==> src/rtl/shifter_seq.sv <==
// Bit-serial shifter: accepts one SLL/SRL/SRA/pass operation per handshake and
// shifts one bit per clock, returning a result identical to the combinational shifter.
module shifter_seq #(
  parameter int unsigned WIDTH = 32,
  parameter int unsigned SHW   = 5
) (
  input  logic             clk,
  input  logic             rst,
  input  logic             in_valid,
  output logic             in_ready,
  input  logic [WIDTH-1:0] a,
  input  logic [SHW-1:0]   shamt,
  input  logic [1:0]       op_type,
  output logic             out_valid,
  input  logic             out_ready,
  output logic [WIDTH-1:0] r,
  output logic             busy
);

  localparam logic [1:0] OP_SLL  = 2'b00;
  localparam logic [1:0] OP_SRL  = 2'b01;
  localparam logic [1:0] OP_SRA  = 2'b10;
  localparam logic [1:0] OP_PASS = 2'b11;

  typedef enum logic [1:0] {
    IDLE  = 2'b00,
    SHIFT = 2'b01,
    DONE  = 2'b10
  } state_t;

  state_t           state;
  state_t           state_next;
  logic [WIDTH-1:0] r_next;
  logic [SHW-1:0]   count;
  logic [SHW-1:0]   count_next;
  logic [1:0]       op;
  logic [1:0]       op_next;

  // Accept only from IDLE, and never while reset is held.
  assign in_ready = (state == IDLE) && !rst;

  // Next-state and datapath update.
  always_comb begin
    state_next = state;
    r_next     = r;
    count_next = count;
    op_next    = op;
    case (state)
      IDLE: begin
        if (in_valid && in_ready) begin
          r_next     = a;
          count_next = shamt;
          op_next    = op_type;
          if (shamt == '0 || op_type == OP_PASS) state_next = DONE;
          else                                   state_next = SHIFT;
        end
      end
      SHIFT: begin
        case (op)
          OP_SLL:  r_next = {r[WIDTH-2:0], 1'b0};
          OP_SRL:  r_next = {1'b0, r[WIDTH-1:1]};
          OP_SRA:  r_next = {r[WIDTH-1], r[WIDTH-1:1]};
          default: r_next = r;
        endcase
        count_next = count - SHW'(1);
        if (count == SHW'(1)) state_next = DONE;
      end
      DONE: begin
        if (out_ready) state_next = IDLE;
      end
      default: state_next = IDLE;
    endcase
  end

  // State, datapath and registered status outputs.
  always_ff @(posedge clk or posedge rst) begin
    if (rst) begin
      state     <= IDLE;
      r         <= '0;
      count     <= '0;
      op        <= OP_SLL;
      out_valid <= 1'b0;
      busy      <= 1'b0;
    end else begin
      state     <= state_next;
      r         <= r_next;
      count     <= count_next;
      op        <= op_next;
      out_valid <= (state_next == DONE);
      busy      <= (state_next != IDLE);
    end
  end

endmodule

==> config.mk <==
export PLATFORM = sky130hd
export DESIGN_NAME = shifter_seq
export DESIGN_NICKNAME = d
export VERILOG_FILES = /design/src/rtl/shifter_seq.sv
export SDC_FILE = /design/constraint.sdc
export NUM_CORES = 1
export LEC_CHECK = 0
export ABC_CLOCK_PERIOD_IN_PS = 4390
export BUFFER_PORTS_ARGS = -buffer_cell sky130_fd_sc_hd__buf_4
export CORE_MARGIN = 5
export CORE_UTILIZATION = 41
export DETAILED_ROUTE_END_ITERATION = 7
export HOLD_SLACK_MARGIN = 0.06
export PLACE_DENSITY = 0.66
export SLEW_MARGIN = 10
export SYNTH_ARGS = -nofsm -noshare
export SYNTH_HDL_FRONTEND = slang
export SYNTH_SLANG_ARGS = --single-unit
==> constraint.sdc <==
create_clock -name clk -period 4.39 [get_ports clk]
set_input_delay 0.6585 -clock clk [delete_from_list [all_inputs] [get_ports clk]]
set_output_delay 0.6585 -clock clk [all_outputs]
set_load 0.05 [all_outputs]
==> results_dict.tcl <==
set metrics [dict create \
    cpLargestDelayFamily "buffers and inverters" \
    finalSetupTns_ps 0 \
    synthArstFlopShare_pct 100.0 \
    cp.arrival_ps 2570 \
    grt_start_max_net_pins 63 \
    clock-sinks 43 \
    grt_antenna_before_repair 0 \
    die_x_um 87.87 \
    holdPathEnd "count[3]" \
    cts_buffer_depth 2 \
    clkTransAtPathRegs_ps 80 \
    vias 2128 \
    gp_congestion 0.7541 \
    cap_violations 0 \
    synth_cells 249 \
    grt_usage_pct 16.47 \
    synth_edf_count 0 \
    clock_latency_ps 290 \
    ys_ff_latch 43 \
    nFillCells 552 \
    drt_wl_total_mm 6.069 \
    core-area_um2 5921 \
    max-slew-margin-rel_pct 41.31 \
    maxSlewViolCount 0 \
    cts_max_level 2 \
    r2r-start "state[1]" \
    syn_area_per_cell_um2 9.984 \
    die-area_um2 7721 \
    synth_warnings 0 \
    setup_violations 0 \
    hold_depth 1 \
    drt_iter0_drc 108 \
    pin_count 78 \
    first_global_vias 2030 \
    root_buffer "clkbuf_8" \
    worst_pin_slew_ps 879.0 \
    skew_ps 7.098 \
    path_buf_inv 2 \
    fin_crit_sh_pct 55.16 \
    rsz0062_at_grt "no" \
    setup_slack_ps 1968 \
    endpoint_kind "flip-flop" \
    place.detailed.hpwl_mm 4.250 \
    cts_hold_buffers 0 \
    crit_type "reg2reg" \
    drc 0 \
    period_needed_ps 2422 \
    n_antenna_cell 0 \
    worstHoldStart "count[3]" \
    seq_area_frac_synth_pct 43.28 \
    crit_chain "nand2b_2 -> buf_4 -> nor2_2 -> buf_4 -> a221oi_1 -> a21oi_2" \
    hold_violations 0 \
    overflow 0 \
    ff2ff_setup_slack_ps 1970 \
    area_growth_pct 26.62 \
    drt_pre_antenna_iters 4 \
    synth_nets 297 \
    synth_cell_type_count 29 \
    crit_top_cell "buf_4" \
    holdCritPathClass "reg2reg" \
    start_util_pct 41.99 \
    cts_tree "built" \
    critPathSlowestCell "buf_4" \
    reg2reg_to "r[4]" \
    r2r_cells 6 \
    status "complete, no violations" \
    wl_per_cell_um 15.48 \
    io_buffers 77 \
    rows 28 \
    start_kind "flip-flop" \
    dpl_worst_slack_ps 1849 \
    drtAntennaViolNets 0 \
    critical_path_required_ps 4540 \
    ctsResizeCount 0 \
    syn_area_um2 2486 \
    layout-drive-gt1-share_pct 39.12 \
    cp_max_fo 52 \
    die_h_um 87.87 \
    final_net_count 364 \
    post-cts-setup-buffers 0 \
    fmax_mhz 413.0 \
    crit_start "state[1]" \
    synthFlopType "dfrtp_1" \
    numCtsBuffers 5 \
    grt_pass1_wl_mm 10.12 \
    max_stage_delay_ps 540 \
    vias_per_cell 5.429 \
]
==> worst max-delay path by stage <==
stage | end | slack (ps) | cells past startpoint
floorplan | in_ready | 2030 | 1
global placement | r[28] | 1880 | 6
detailed placement | r[28] | 1850 | 6
CTS | r[10] | 1980 | 6
global route | r[2] | 1760 | 6
finish | r[4] | 1970 | 6
==> logic make-up after synthesis <==
kind of cell	Yosys count	synth area share [%]
flip-flops	43	43.28
adder cells (fa/ha/maj)	5	2.516
AO/OA/AOI/OAI	83	26.98
multiplexers	3	1.359
AND/OR/NAND/NOR	88	19.88
buffers and inverters	27	5.989
==> flip-flops by register name (all words and copies together), names as in the netlist <==
signal,flops
busy,1
count,5
op,2
out_valid,1
r,32
state,2
==> layer usage <==
metal	vias to the layer above	global-route usage [%]	share of wire, %
li1	1061	-	-
met1	1000	24.31	47
met2	61	24.73	47
met3	6	3.293	5.0
met4	0	4.184	0.82
met5	-	0	0
==> through the flow <==
stage / utilization [%] / area [um^2] / hold WS, ps / cells
floorplan: - / 2486 / 482.3 / 249
detailed placement: 51.80 / 3067 / 534.3 / 384
CTS: 53.17 / 3148 / 555.8 / 392
global route: 53.17 / 3148 / 570.1 / 392
global placement: 51.80 / 3067 / 511.1 / 384
finish: 53.17 / 3148 / 549.0 / 392
==> cell usage in the layout, fill, tap and decap left out, drive strengths merged <==
cell and instances:
nand2 5, nand2b 3, a22oi 2, nor3 2, o31ai 1, inv 6, a221oi 30, clkbuf 7
o21ai 8, nor2 38, a31oi 1, nor2b 2, dfrtp 43, nor3b 34, o22ai 1, mux2 3
nand4 1, a311oi 2, a21o 1, nor4b 1, ha 5, a21oi 37, or4b 1, clkinv 1
buf 81, or4 1
==> Yosys cell counts, types with 2 or more instances <==
master	n	area share [%]
dfrtp_1	43	43
nor2_1	38	5.7
nor3b_1	34	10
a221oi_1	30	11
a21oi_2	29	10
clkbuf_1	10	1.5
a21oi_1	8	1.6
o21ai_0	8	1.6
inv_1	6	0.91
buf_2	5	1.0
buf_6	5	2.3
ha_1	5	2.5
nand2_1	5	0.75
mux2_2	3	1.4
nand2b_1	3	0.75
a311oi_1	2	0.70
nor2b_1	2	0.50
nor3_1	2	0.40
==> layout make-up <==
cell class / instances / area [um^2] / area share, %
repair buffers: 81 / 608.1 / 19.32
multi-input cells: 179 / 1266 / 40.22
flip-flops and latches: 43 / 1076 / 34.18
clock inverters: 1 / 5.005 / 0.1590
inverters: 6 / 22.52 / 0.7154
well taps: 75 / 93.84 / 2.981
clock buffers: 7 / 76.32 / 2.424
Power is left out: the tool's default activity adds up to more than one toggle a clock period on the data nets, which glitch-free logic cannot reach.
